### src/rtl/temporizador_pkg.sv
// Shared types and limits for the mode-4 countdown timer.
// Pure declarations: no logic, no latency.
package temporizador_pkg;

  typedef enum logic [1:0] {
    IDLE  = 2'd0,
    RUN   = 2'd1,
    PAUSE = 2'd2,
    ALARM = 2'd3
  } estado_t;

  localparam int MAX_SEG       = 59;
  localparam int MAX_MIN       = 99;
  localparam int ALARM_SECONDS = 30;
  localparam int SEG_W         = 6;
  localparam int MIN_W         = 7;

endpackage

### src/rtl/detector_flanco.sv
// Button conditioner: 2-flop synchronizer plus falling-edge detect, one-cycle pulse.
// Pulse is valid two edges after the fall, so the consumer acts on the third; no backpressure.
module detector_flanco (
  input  logic clk,
  input  logic rst,
  input  logic boton,
  output logic pulso
);

  logic s1, s2, prev;

  // Preset to released so a button held through reset never yields a press.
  always_ff @(posedge clk) begin
    if (rst) begin
      s1   <= 1'b1;
      s2   <= 1'b1;
      prev <= 1'b1;
    end else begin
      s1   <= boton;
      s2   <= s1;
      prev <= s2;
    end
  end

  assign pulso = prev & ~s2;

endmodule

### src/rtl/contador_temporizador.sv
// MM:SS countdown engine for mode 4: loads the configured value, counts down per 1 Hz tick.
// Button action lands on the 3rd clk edge after the press; tick effects are one edge; no backpressure.
module contador_temporizador #(
  parameter int MAX_SEG       = 59,
  parameter int MAX_MIN       = 99,
  parameter int ALARM_SECONDS = 30
) (
  input  logic       clk,
  input  logic       rst,
  input  logic       tick1hz,
  input  logic       switch1,
  input  logic       switch2,
  input  logic       establecer,
  input  logic       cambiar,
  input  logic [5:0] newSegundosT,
  input  logic [6:0] newMinutosT,
  output logic [5:0] segundosT,
  output logic [6:0] minutosT,
  output logic       configuration,
  output logic       control,
  output logic       cierreAlarma
);
  import temporizador_pkg::*;

  localparam int CNT_W = $clog2(ALARM_SECONDS + 1);

  estado_t          state, state_n;
  logic [SEG_W-1:0] seg, seg_n, seg_c;
  logic [MIN_W-1:0] min, min_n, min_c;
  logic [CNT_W-1:0] cnt, cnt_n;
  logic             pulso_e, pulso_c, modo, pe, pc;

  detector_flanco u_det_establecer (
    .clk   (clk),
    .rst   (rst),
    .boton (establecer),
    .pulso (pulso_e)
  );

  detector_flanco u_det_cambiar (
    .clk   (clk),
    .rst   (rst),
    .boton (cambiar),
    .pulso (pulso_c)
  );

  assign modo  = switch1 & switch2;
  assign pe    = pulso_e & modo;
  assign pc    = pulso_c & modo;
  assign seg_c = (newSegundosT > SEG_W'(MAX_SEG)) ? SEG_W'(MAX_SEG) : newSegundosT;
  assign min_c = (newMinutosT > MIN_W'(MAX_MIN)) ? MIN_W'(MAX_MIN) : newMinutosT;

  always_ff @(posedge clk) begin
    if (rst) begin
      state <= IDLE;
      seg   <= '0;
      min   <= '0;
      cnt   <= '0;
    end else begin
      state <= state_n;
      seg   <= seg_n;
      min   <= min_n;
      cnt   <= cnt_n;
    end
  end

  always_comb begin
    state_n = state;
    seg_n   = seg;
    min_n   = min;
    cnt_n   = cnt;
    case (state)
      IDLE: begin
        seg_n = seg_c;
        min_n = min_c;
        if (pe && (seg_c != '0 || min_c != '0)) state_n = RUN;
      end
      RUN: begin
        // A press outranks a coincident tick: the value freezes as it was.
        if (pe) begin
          state_n = PAUSE;
        end else if (tick1hz) begin
          if (seg != '0) begin
            seg_n = seg - 6'd1;
          end else if (min != '0) begin
            min_n = min - 7'd1;
            seg_n = SEG_W'(MAX_SEG);
          end
          if (min == '0 && seg == 6'd1) begin
            state_n = ALARM;
            cnt_n   = '0;
          end
        end
      end
      PAUSE: begin
        if (pc)      state_n = IDLE;
        else if (pe) state_n = RUN;
      end
      ALARM: begin
        if (pe) begin
          state_n = IDLE;
        end else if (tick1hz) begin
          cnt_n = cnt + 1'b1;
          if (cnt == CNT_W'(ALARM_SECONDS - 1)) state_n = IDLE;
        end
      end
      default: state_n = IDLE;
    endcase
  end

  assign segundosT     = seg;
  assign minutosT      = min;
  assign configuration = (state != IDLE);
  assign control       = (state == RUN);
  assign cierreAlarma  = (state == ALARM);

endmodule

### config.mk
export PLATFORM = sky130hd
export DESIGN_NAME = contador_temporizador
export DESIGN_NICKNAME = d
export VERILOG_FILES = /design/src/rtl/temporizador_pkg.sv /design/src/rtl/detector_flanco.sv /design/src/rtl/contador_temporizador.sv
export SDC_FILE = /design/constraint.sdc
export NUM_CORES = 1
export LEC_CHECK = 0
export ABC_AREA = 1
export BUFFER_PORTS_ARGS = -buffer_cell sky130_fd_sc_hd__buf_2
export CORE_AREA = 2 2 58 60
export DETAILED_ROUTE_END_ITERATION = 6
export DIE_AREA = 0 0 60 62
export PLACE_DENSITY_LB_ADDON = 0.12
export SYNTH_ARGS = -nofsm -noshare
export SYNTH_HDL_FRONTEND = slang
export SYNTH_SLANG_ARGS = --single-unit
### constraint.sdc
create_clock -name clk -period 2.5 [get_ports clk]
set_clock_uncertainty 0.15 [all_clocks]
set_input_delay 0.625 -clock clk [delete_from_list [all_inputs] [get_ports clk]]
set_output_delay 0.625 -clock clk [all_outputs]
set_load 0.05 [all_outputs]
==> Word-level counts from Yosys, hierarchy flattened <==
Cells that the tools add are included.
{ "op_classes": {"add_sub_neg": 3, "order_cmp": 2, "n_eq_ne": 19, "mux": 28, "bitwise": 7, "n_reduce_logical": 16} }
{ "ops": {"columns": ["cell", "n"], "rows": [
  ["7-bit two-way mux", 5],
  ["6-bit two-way mux", 5],
  ["5-bit two-way mux", 5],
  ["2-bit two-way mux", 9],
  ["7-bit one-hot mux with 2 select lines", 1],
  ["7-bit nonzero test", 2],
  ["2-bit != test (second input constant)", 6],
  ["6-bit one-hot mux with 2 select lines", 1],
  ["6-bit AND reduction", 2],
  ["6-bit nonzero test", 2],
  ["5-bit one-hot mux with 2 select lines", 1],
  ["3-bit by 1-bit != test with 1-bit output (second input constant)", 3],
  ["2-bit one-hot mux with 4 select lines", 1],
  ["7-bit > comparator (second input constant)", 1],
  ["7-bit zero test", 1],
  ["7-bit by 1-bit subtractor with 7-bit output (second input constant)", 1],
  ["6-bit by 1-bit equality test with 1-bit output (second input constant)", 1],
  ["6-bit > comparator (second input constant)", 1],
  ["3-bit by 2-bit != test with 1-bit output (second input constant)", 2],
  ["2-bit nonzero test", 3],
  ["6-bit by 1-bit subtractor with 6-bit output (second input constant)", 1],
  ["5-bit by 1-bit adder with 5-bit output (second input constant)", 1],
  ["1-bit bitwise AND", 5],
  ["5-bit equality test (second input constant)", 1],
  ["10 further kinds", 14]
]} }
{ "totals": {"regBits": 26} }

==> Logic depth before layout (Yosys ltp) <==
Gate-level depths: netlist of the first run.
{ "logic_depth": {"ltp_word": 7, "mapped_depth": 11, "mapped_depth_nobuf": 11} }

==> Hierarchy <==
A second synthesis of the first run with hierarchy kept.
{ "hier_totals": {"cells_unflattened": 276, "area_unflattened_um2": 1762.9} }
{ "by_module_without_submodules": {"columns": ["module", "n_inst", "cells_each", "area_per_inst_um2", "seq_area_each_um2"], "rows": [
  ["contador_temporizador", 1, 252, 1575.3, 400.4],
  ["detector_flanco", 2, 12, 93.8, 60.1]
]} }

==> Worst setup path before layout of the first run <==
OpenSTA, ideal clock, no wires.
{ "synth_path": {"kind": "register to register", "startpoint": "register min[0], in the netlist minutosT[0]", "endpoint": "register cnt[0]", "setup_ns": 0.117, "arrival_ns": 1.668, "required_time_ns": 2.233, "setup_slack_ns": 0.565, "stages_incl_launch_ff": 10, "period_less_slack_ns": 1.935, "cell_sequence": "dfxtp_1 -> inv_1 -> ha_1 -> nand2_1 -> nor2_2 -> nand2_1 -> nand2_4 -> nand2_2 -> xor2_1 -> nor2_1"} }
{ "synth_via": {"elab_chain_len": 4} }
{ "synth_rtl": {"columns": ["item", "line_no", "rtl"], "rows": [
  ["from (decl)", "contador_temporizador.sv:29", "logic [MIN_W-1:0] min, min_n, min_c;"],
  ["from (signal assigned)", "contador_temporizador.sv:62", "min <= min_n;"],
  ["7-bit zero test", "contador_temporizador.sv:89", "if (min == '0 && seg == 6'd1) begin"],
  ["1-bit logical AND", "contador_temporizador.sv:89", null],
  ["2-bit by 1-bit != test with 1-bit output (no line)", null, null],
  ["6-bit AND reduction (no line)", null, null],
  ["to (signal assigned)", "contador_temporizador.sv:63", "cnt <= cnt_n;"],
  ["to (decl)", "contador_temporizador.sv:30", "logic [CNT_W-1:0] cnt, cnt_n;"]
]} }
No other way between the ends.
A chain may end at the register's enable or synchronous reset.

==> Worst setup path in the final report of the first run <==
{ "layout_path": {"startpoint": "register state[1]", "endpoint": "output port cierreAlarma"} }
{ "layout_via": {"elab_chain_len": 1} }
{ "layout_rtl": {"columns": ["item", "line_no", "rtl"], "rows": [
  ["from (decl)", "contador_temporizador.sv:27", "estado_t state, state_n;"],
  ["from (signal assigned)", "contador_temporizador.sv:60", "state <= state_n;"],
  ["2-bit equality test", "contador_temporizador.sv:115", "assign cierreAlarma = (state == ALARM);"],
  ["to (decl)", "contador_temporizador.sv:21", "output logic cierreAlarma"]
]} }
No other way between the ends.

==> results of run 1 <==
-- through the flow --
step                      worst slack (ns)  total power [mW]  instances  utilization
final                                0.376              1.50        345        0.625
after global routing                 0.293              1.59        345        0.625
after CTS                            0.377              1.50        345        0.625
after detailed placement             0.589              1.21        341        0.608
after global placement               0.613              1.20        341        0.608
after floorplan                      0.565              1.07        263            -
-- cell usage in the layout (no fill, tap or decap), types with 3 or more instances in the layout --
master and count:
inv_1 27, clkbuf_4 3, xor2_1 3, nand2_4 3, dfxtp_1 26, inv_2 5
buf_2 35, or2_2 6, ha_1 6, nand3_2 4, o21ai_0 9, nor2_2 6
nand2_2 8, nor2_1 29, nand2_1 74, nand4_1 4, a21oi_1 13, nand3_1 16
-- logic make-up after synthesis --
kind of cell	count (synthesis)	synth area share
flip-flops	26	0.299
AND/OR/NAND/NOR	158	0.429
XOR/XNOR	4	0.0202
adder cells (fa/ha/maj)	6	0.0432
buffers and inverters	37	0.0986
AO/OA/AOI/OAI	32	0.109
-- layout make-up --
type | count | area, um2 | area share
multi-input cells | 200 | 1050 | 0.526
flip-flops and latches | 26 | 520 | 0.262
repair buffers | 37 | 190 | 0.0957
inverters | 32 | 120 | 0.0605
well taps | 46 | 57.6 | 0.0290
clock inverters | 1 | 30.0 | 0.0151
clock buffers | 3 | 22.5 | 0.0113
-- cells in the mapped netlist (all sizes together) --
library cell,count
buf,4
nor3b,1
o21ai,12
nor2b,1
nor3,2
o22ai,2
xor2,3
a21oi,15
o31ai,1
nand3b,1
or2,7
ha,6
clkbuf,1
nand2b,1
nand2,85
nand3,20
nand4,4
nor2,36
dfxtp,26
o21bai,1
a22oi,1
inv,32
xnor2,1
-- metal layers --
layer | wire (um) | global-route usage | up-vias
li1 | - | - | 905
met2 | 1800 | 0.366 | 52
met4 | 68 | 0.0762 | 0
met3 | 204 | 0.0248 | 8
met5 | 0 | 0 | -
met1 | 1850 | 0.302 | 770
-- flip-flops by register name, indices dropped and copies added (netlist names), 2 cells and up --
signal	flops
cnt	5
state	2
segundosT	6
minutosT	7
-- power by group through the flow --
stage          sequential (mW)  combinational (mW)  clock (mW)
2_1_floorplan            0.656               0.413           0
3_3_place_gp             0.531               0.671           0
3_5_place_dp             0.531               0.675           0
4_1_cts                  0.521               0.679       0.304
5_1_grt                  0.531               0.745       0.313
6_report                 0.522               0.677       0.297
-- worst register-to-register path, delay by kind of cell (launching register included) --
family                   cells  cell delay, ns
buffers and inverters        2            0.24
adder cells (fa/ha/maj)      1            0.21
flip-flops                   1            0.36
AND/OR/NAND/NOR              6            0.53
AO/OA/AOI/OAI                1            0.37
-- how the worst min path moves through the flow --
stage	from	end	slack [ns]	cells past startpoint
floorplan	u_det_cambiar.s1$_SDFF_PP1_	u_det_cambiar.s2$_SDFF_PP1_	0.24	1
global placement	u_det_cambiar.s1$_SDFF_PP1_	u_det_cambiar.s2$_SDFF_PP1_	0.24	1
detailed placement	u_det_establecer.s1$_SDFF_PP1_	u_det_establecer.s2$_SDFF_PP1_	0.25	1
CTS	u_det_establecer.s1$_SDFF_PP1_	u_det_establecer.s2$_SDFF_PP1_	0.28	1
global route	u_det_cambiar.s1$_SDFF_PP1_	u_det_cambiar.s2$_SDFF_PP1_	0.30	1
finish	u_det_establecer.s1$_SDFF_PP1_	u_det_establecer.s2$_SDFF_PP1_	0.28	1
==> summary.md, run 1 <==
| Metric | Value |
|---|---|
| Status | completed |
| Worst Setup EP | cierreAlarma |
| Top cell family by delay on the critical path | flip-flops |
| Max Fclk | ~470 MHz |
| Critical Path Max Stage Delay | approximately 0.48 ns |
| Dpl hpwl | ~3000 um |
| CTS-repair resized insts | 0 |
| IO Count | 36 |
| DIE AREA | around 3700 um2 |
| Area growth syn-to-layout | 14.3% |
| Final Setup Violations | 0 |
| Clock power share | 0.198 |
| CP Capture Type | primary output |
| Slew HR | 0.713 |
| Combinational group share of total power | 0.452 |
| N_diodes | 0 |
| Drt initial violations | 91 |
| Clock root buffer | clkbuf_4 |
| WL/cell | about 11 um |
| Cells on worst reg2reg path | 10 |
| Maximum clock insertion buffer count | 2 |
| Period minus WS final | roughly 2.1 ns |
| Yosys top cell by area | dfxtp_1 |
| CTS tree | built |
| Residual DRC | 0 |
| Gr usage total | 0.222 |
| Worst EP arrival | approximately 1.4 ns |
| Synth warnings | 0 |
| First-pass detailed-route iteration total | 4 |
| Pin slew with the least headroom to its limit | about 0.43 ns |
| Nets@finish | between 300 and 400 |
| Fin area | 1990 um2 |
| Gr ovfl total | 0 |
| Mapped cell area | 1740 um2 |
| Reg2Reg Setup Slack | ~0.6 ns |
| Initial antenna violation count | 0 |
| Max-cap violations | 0 |
| Worst hold margin | approximately 0.28 ns |
| Via density | about 5.0 |
| Leak Pwr | ~1.0 nW |
| RR Startpoint | minutosT[0]$_SDFFE_PP0P_ |
| Unrepaired setup endpoints after global routing | no |
| Maximum vdd ir drop | 0.000413 V |
| Critical path launch point type | flip-flop |
| Switching part of the total | 0.445 |
| Syn nets | between 200 and 300 |
| Die Height | 62 um |
| P per Cell Area | about 750 nW/um2 |
| CTS Buf Count | 3 |
| Seq pwr share | 0.349 |
| Maximum fanout along the worst path | 7 |
| Area share of the largest cell type after synthesis | 0.299 |
| Slowest-stage cell, CP | dfxtp_1 |
| Hold crit path type | flip-flop to flip-flop |
| Largest net degree at the start of global routing | 17 |
| Flops & latches, synth | 26 |
| Max-slew violations | 0 |
| CTS sink count | 26 |
| Yosys cell types | 35 |
| Post-DP Area | 1930 um2 |
| First-pass GRT wire length | 6250 um |
| WL final | 3930 um |
| Post-Synthesis Cells | about 260 |
| # rows | 21 |
| Psw | 0.666 mW |
| Internal Dissipation | 0.830 mW |
| Vias | 1735 |
| H-tree depth | 1 |
| Largest cells by area after synthesis | dfxtp_1, nand2_1, nor2_1 |
| CP cell instances | nand2_1 -> inv_2 -> buf_2 |
| Initial Utilization | 0.547 |
| Synthesized area per cell | 6.61 um2 |
| Cell depth of the worst setup path | 3 |
| Final Hold Viols | 0 |
| CP required | approximately 1.7 ns |
| Sequential area share after synthesis | 0.299 |
| Vias in the first global route | around 1400 |
| Gpl congestion | ~0.9 |
| Setup CP Type | flip-flop to primary output |
| Post-CTS Hold Fix Bufs | 0 |
| Setup TNS | 0 ns |
| Critical Path Source | state[1]$_SDFFE_PP0P_ |
| Port buffer count | 35 |
| Core Region | 3180 um2 |
| Fraction of layout cells with a size suffix above 1 | 0.264 |
| DRT antenna net count | 0 |
| FILL cells | 319 |
| Worst-path clk slew | about 0.14 ns |
| R2r endpoint | segundosT[4]$_SDFFE_PP0P_ |
| Final worst path period share | 0.850 |
| Die width | around 60 um |
| Buf/Inv on CP | 2 |
| Post-CTS Setup Bufs | 0 |
| Clock Latency Late Sink | about 0.33 ns |
No activity file was read; power rests on OpenSTA's default activity.
==> run 2: changes to the inputs <==
ABC_AREA = 0   (was 1)
CORE_AREA = 2 2 57 59   (was 2 2 58 60)
DIE_AREA = 0 0 59 61   (was 0 0 60 62)
clock period = 2.1 ns   (was 2.5 ns; I/O delays follow)
==> run 2 against run 1 <==
  * Clock-buffer cell count is 1 higher
  * Sequential share of layout area is 2.1 points higher
  * Critical path depth is 4 higher
  * Die area is 3.3% lower
==> summary.md, run 2 <==
| Metric | Value |
|---|---|
| Status | completed |
| Die width | 59 um (-1.7%) |
| Final Hold Viols | 0 (unchanged) |
| Setup TNS | 0 ns (unchanged) |
| Final worst path period share | 0.990 |
| Async SR Flop Fraction | 0 (unchanged) |
| Clock Latency Late Sink | 0.32 ns (about the same) |
| Residual DRC | 0 (unchanged) |
| Unrepaired setup endpoints after global routing | yes |
| Commonest non-fill, non-tap cell in the layout | buf_2 |
| Max-cap violations | 0 (unchanged) |
| CTS tree | built |
| Critical Path Source | minutosT[0]$_SDFFE_PP0P_ |
| CTS sink count | 26 (unchanged) |
| Max-slew violations | 0 (unchanged) |
| Largest net degree at the start of global routing | 20 (+3) |
| Gpl congestion | 0.844 (-3.6%) |
| Most frequent cells in the layout | buf_2, dfxtp_1, a21oi_1 |
| Area of the multi-input gates | 960 um2 (-8.3%) |
| Period minus WS final | 2.08 ns |
| CP Capture Type | flip-flop |
| Mapped cell area | 1540 um2 (-12%) |
| Core Region | 2950 um2 (-7.1%) |
| Maximum clock insertion buffer count | 2 (unchanged) |
| WL/cell | 15.5 um (+37%) |
| Most frequent cell after synthesis | dfxtp_1 |
| Synth warnings | 0 (unchanged) |
| Via density | 6.17 (+23%) |
| Maximum fanout along the worst path | 5 (-2) |
| Ys flop type | dfxtp_1 |
| Worst hold margin | 0.228 ns (-0.0504 ns) |
| Seq pwr share | 0.425 (+0.076) |
| Setup CP Type | flip-flop to flip-flop |
| Max Fclk | about 480 MHz |
| Gr usage total | 0.236 (+0.0140) |
| Syn nets | 216 (-25%) |
| Number of flip-flops in the largest register | 7 (unchanged) |
| Area growth syn-to-layout | 22.9% |
| Post-Synthesis Cells | 190 (-28%) |
| Psw | 0.589 mW (-12%) |
| Drt initial violations | 77 (-15%) |
| H-tree depth | 1 (unchanged) |
| Worst EP arrival | 2.17 ns (+0.82 ns) |
| Slew HR | 0.678 (-0.0346) |
| RR Startpoint | minutosT[0]$_SDFFE_PP0P_ |
| Initial antenna violation count | 0 (unchanged) |
| CTS Buf Count | 3 (unchanged) |
| N_diodes | 0 (unchanged) |
| Yosys cell types | 50 (+43%) |
| Nets@finish | 260 (-20%) |
| Post-CTS Hold Fix Bufs | 0 (unchanged) |
| Pin slew with the least headroom to its limit | 0.479 ns (+0.0476 ns) |
| Vias | 1640 (-5.5%) |
| Leak Pwr | 0.787 nW (-22%) |
| Flops & latches, synth | 26 (unchanged) |
| Yosys top cell by area | dfxtp_1 |
| First-pass detailed-route iteration total | 4 (unchanged) |
| Vias in the first global route | 1543 (+9.4%) |
| Clock root buffer | clkbuf_4 |
| Internal Dissipation | 0.844 mW (+1.7%) |
| Combinational group share of total power | 0.422 (-0.030) |
| Worst-path clk slew | 0.14 ns (about the same) |
| Area share of the largest cell type after synthesis | 0.338 (+0.0390) |
| Die Height | 61 um (-1.6%) |
| Critical path launch point type | flip-flop |
| Sequential area share after synthesis | 0.338 (+0.0390) |
| Post-layout util | 0.640 (+0.0153) |
| Gr ovfl total | 0 (unchanged) |
| Final Setup Violations | 0 (unchanged) |
| Hold path startpoint | establecer |
| # rows | 20 (-4.8%) |
| Maximum vdd ir drop | 0.000317 V (-23%) |
| Commonest cells post-synth | dfxtp_1, a21oi_1, inv_1, nor2_1 |
| Hold crit path type | input port to flip-flop |
| Clock power share | 0.153 (-0.045) |
| FF/Latch Area | 536 um2 (+2.9%) |
| Synthesized area per cell | 8.09 um2 (+22%) |
| First-pass GRT wire length | 6580 um (+5.3%) |
| Fraction of layout cells with a size suffix above 1 | 0.322 (+0.0577) |
| WL final | 4130 um (+5.2%) |
| Initial Utilization | 0.521 (-0.0259) |
| DRT antenna net count | 0 (unchanged) |
| Largest cells by area after synthesis | dfxtp_1, ha_1, a21oi_1 |
| CP required | 2.19 ns (+0.46 ns) |
| IO Count | 36 (unchanged) |
| Dpl hpwl | 3070 um (+1.3%) |
| P per Cell Area | 758 nW/um2 (+0.66%) |
| DIE AREA | 3600 um2 (-3.3%) |
| FILL cells | 273 (-14%) |
| Count of flip-flops with a built-in enable after synthesis | 0 (unchanged) |
| Port buffer count | 35 (unchanged) |
| Switching part of the total | 0.411 (-0.0344) |
[run 2: cell count changes after synthesis, sizes merged, moves of 4 or more]
cell / previous run / this run
nor4: 0 / 6
a211oi: 0 / 4
nor3: 2 / 8
nand3: 20 / 8
inv: 32 / 14
or3: 0 / 4
clkbuf: 1 / 6
o31ai: 1 / 5
nand2: 85 / 7
nor2: 36 / 12
[run 2: timing repair]
action,in CTS,in global routing
endpoints found under the hold margin,0,0
endpoints found under the setup margin,1,5
pin swaps,0,3
setup buffers,0,5
gates resized for setup,1,3
[run 2: path summary, 6_finish.rpt]
kind	endpoint	slack (ns)	cells past startpoint
hold / removal	u_det_establecer.s1$_SDFF_PP1_	0.23	2
setup / recovery	minutosT[1]$_SDFFE_PP0P_	0.02	7
setup reg to reg	minutosT[1]$_SDFFE_PP0P_	0.02	7
hold reg to reg	u_det_establecer.s2$_SDFF_PP1_	0.28	1
[run 2: layout make-up]
type                    count  area share
repair buffers             48       0.146
well taps                  33      0.0218
flip-flops and latches     26       0.283
multi-input cells         141       0.508
clock buffers               4      0.0139
inverters                  14      0.0278
[run 2: through the flow]
step                      instance area [um2]  total power, mW  instances  setup slack (ns)
after floorplan                          1580             1.03        190           0.00591
after global placement                   1810             1.17        257             0.101
after detailed placement                 1810             1.18        257            0.0635
after CTS                                1840             1.41        261            0.0302
after global routing                     1890             1.51        266           -0.0454
final                                    1890             1.43        266            0.0212
[run 2: critical path: stages (launching register included)]
cell and delay (ns):
dfxtp_4 0.40, inv_2 0.04, ha_4 0.15, nor3b_4 0.15, and2_4 0.16, o31a_1 0.34
or4_1 0.54, o31ai_1 0.08
[run 2: kinds of logic (layout without fill, tap and decap cells)]
group / Yosys count / count (layout) / share of synthesized area
buffers and inverters: 23 / 66 / 0.0586
AOI/OAI and AO/OA: 55 / 55 / 0.241
xor gates and xnor gates: 3 / 3 / 0.0171
adders and majority gates: 6 / 6 / 0.0488
and+or+nand+nor: 76 / 76 / 0.290
DFF: 26 / 26 / 0.338
muxes: 1 / 1 / 0.00651
[run 2: per-layer routing]
layer,part of all wire,global-route usage,up-vias
met5,0,0,-
met4,0.012,0.0909,0
met3,0.058,0.0320,6
met2,0.48,0.410,66
met1,0.44,0.297,774
li1,-,-,794
[run 2: power by group through the flow]
stage	sequential [mW]	clock, mW	combinational, mW
floorplan	0.730	0	0.299
global placement	0.619	0	0.554
detailed placement	0.620	0	0.561
CTS	0.610	0.236	0.565
global route	0.616	0.247	0.648
finish	0.609	0.220	0.605
==> run 3: changes to the inputs <==
CELL_PAD_IN_SITES_DETAIL_PLACEMENT = 1   (was default)
CELL_PAD_IN_SITES_GLOBAL_PLACEMENT = 1   (was default)
CORE_AREA = 2 2 66 68   (was 2 2 57 59)
DIE_AREA = 0 0 68 70   (was 0 0 59 61)
==> run 3 against run 2 <==
  * Total power is 16% higher
  * Wire length is 19% higher
  * Global-route usage fell by 1.9 points
  * Clock power up 97%
  * Combinational power up 3%
  * Maximum frequency is 1.3% higher
  * Final cell count increased by 6.4%
  * Clock-buffer cell count is 1 lower
  * First-iteration DRC count up 21%
  * Setup slack improved by 0.026 ns
==> summary.md, run 3 (synthesized netlist as in run 2, its figures left out) <==
| Metric | Value |
|---|---|
| Initial Utilization | 0.371 (-0.150) |
| Max-slew violations | 0 (unchanged) |
| H-tree depth | 1 (unchanged) |
| Fraction of layout cells with a size suffix above 1 | 0.333 (+0.0114) |
| Vias | 1592 (-2.9%) |
| Largest net degree at the start of global routing | 30 (+50%) |
| Setup slack after layout | 0.0471 ns (+0.0259 ns) |
| Hold Path End | u_det_cambiar.s1$_SDFF_PP1_ |
| N_diodes | 0 (unchanged) |
| DIE AREA | 4760 um2 (+32%) |
| Gr usage total | 0.217 (-0.0187) |
| CP required | 2.17 ns (-0.02 ns) |
| First-pass GRT wire length | 7910 um (+20%) |
| Cells on worst reg2reg path | 7 (unchanged) |
| Status | completed |
| Die Height | 70 um (+15%) |
| Post-CTS Hold Fix Bufs | 0 (unchanged) |
| P per Cell Area | 846 nW/um2 (+12%) |
| Hold crit path type | input port to flip-flop |
| RR Startpoint | minutosT[0]$_SDFFE_PP0P_ |
| DRT antenna net count | 0 (unchanged) |
| Vias in the first global route | 1632 (+5.8%) |
| WL/cell | 17.3 um (+12%) |
| Most frequent cells in the layout | buf_2, dfxtp_1, a21oi_1 |
| Post-Layout Cell Count | 283 (+6.4%) |
| Hold depth | 2 (unchanged) |
| Gpl congestion | 0.840 (-0.44%) |
| Initial antenna violation count | 0 (unchanged) |
| Leak Pwr | 0.801 nW (+1.7%) |
| Hold path startpoint | cambiar |
| Via density | 5.63 (-8.8%) |
| Max Fclk | 487 MHz (+1.3%) |
| Clock root buffer | clkbuf_8 |
| R2r endpoint | minutosT[3]$_SDFFE_PP0P_ |
| Setup CP Type | flip-flop to flip-flop |
| Period minus WS final | 2.05 ns (-0.0259 ns) |
| Slew HR | 0.613 (-0.0645) |
| Post-DP Area | 1850 um2 (+2.1%) |
| Maximum vdd ir drop | 0.000357 V (+13%) |
| # rows | 24 (+20%) |
| Clock Latency Late Sink | 0.28 ns (-0.04 ns) |
| Residual DRC | 0 (unchanged) |
| Number of flip-flops in the largest register | 7 (unchanged) |
| Final Hold Viols | 0 (unchanged) |
| Gr ovfl total | 0 (unchanged) |
| Worst-path clk slew | 0.10 ns (-0.04 ns) |
| Placed Cells | 278 (+8.2%) |
| Critical path launch point type | flip-flop |
| Port buffer count | 35 (unchanged) |
| Maximum fanout along the worst path | 7 (+2) |
| Core Region | 4140 um2 (+40%) |
| Dpl hpwl | 3700 um (+20%) |
| Nets@finish | 258 (-0.77%) |
| Commonest non-fill, non-tap cell in the layout | buf_2 |
| Pin slew with the least headroom to its limit | 0.575 ns (+0.0958 ns) |
| Post-layout util | 0.474 (-0.166) |
| Area growth syn-to-layout | 27.7% |
| IO Count | 36 (unchanged) |
| Reg2Reg Setup Slack | 0.05 ns (+0.03 ns) |
| Maximum clock insertion buffer count | 2 (unchanged) |
| CP Capture Type | flip-flop |
| Worst slack at placement | 0.0246 ns (-0.0388 ns) |
| Drt initial violations | 93 (+21%) |
| Final Setup Violations | 0 (unchanged) |
| CTS Buf Count | 3 (unchanged) |
| CTS sink count | 26 (unchanged) |
| Fin area | 1960 um2 (+3.9%) |
| Overall power | 1.66 mW (+16%) |
| Max-cap violations | 0 (unchanged) |
| Worst EP arrival | 2.12 ns (-0.05 ns) |
| WL final | 4910 um (+19%) |
| Final worst path period share | 0.978 (-0.0123) |
| First-pass detailed-route iteration total | 4 (unchanged) |
| CTS tree | built |
| Die width | 68 um (+15%) |
[run 3: power by group]
| part | internal, mW | switching (mW) | total (mW) |
|---|---|---|---|
| combinational | 0.224 | 0.396 | 0.621 |
| sequential | 0.543 | 0.0660 | 0.609 |
| clock | 0.256 | 0.178 | 0.433 |
[run 3: how the worst max path moves through the flow]
stage | startpoint | end | slack [ns] | cells after the start
after floorplan | minutosT[0]$_SDFFE_PP0P_ | minutosT[1]$_SDFFE_PP0P_ | 0.006 | 7
after global placement | minutosT[0]$_SDFFE_PP0P_ | minutosT[5]$_SDFFE_PP0P_ | 0.09 | 7
after detailed placement | minutosT[0]$_SDFFE_PP0P_ | minutosT[1]$_SDFFE_PP0P_ | 0.02 | 7
after CTS | minutosT[0]$_SDFFE_PP0P_ | minutosT[1]$_SDFFE_PP0P_ | 0.03 | 7
after global routing | minutosT[0]$_SDFFE_PP0P_ | minutosT[5]$_SDFFE_PP0P_ | -0.005 | 7
final | minutosT[0]$_SDFFE_PP0P_ | minutosT[3]$_SDFFE_PP0P_ | 0.05 | 7
[run 3: worst max-delay path: stages, from the launching register on]
cell	delay (ns)
dfxtp_4	0.38
inv_2	0.05
ha_4	0.16
nor3b_4	0.17
and2_4	0.17
o31a_1	0.37
or3_4	0.38
o22ai_1	0.17
[run 3: timing repair]
| action | in CTS | in global routing |
|---|---|---|
| endpoints found under the setup margin | 1 | 6 |
| cloned | 0 | 0 |
| setup buffers | 0 | 1 |
| pin swaps | 1 | 3 |
| gates resized for setup | 0 | 8 |
[run 3: final cells by class]
class / count / area (um2)
fillers: 511 / 2180
multi-input cells: 141 / 978
flip-flops and latches: 26 / 534
repair buffers: 46 / 260
well taps: 52 / 65.1
inverters: 14 / 55.1
clock buffers: 3 / 41.3
clock inverters: 1 / 30.0
[run 3: routing by layer]
layer	GRT usage	vias up	share of wire	wire length, um
met4	0.0622	0	0.011	55
met1	0.290	768	0.46	2260
met3	0.0258	5	0.028	136
met2	0.360	26	0.50	2450
li1	-	793	-	-
met5	0	-	0	0
[run 3: per-stage QoR]
stage	setup TNS [ns]	hold slack (ns)
finish	0	0.266
global route	-0.00462	0.263
CTS	0	0.266
detailed placement	0	0.247
global placement	0	0.249
floorplan	0	0.239
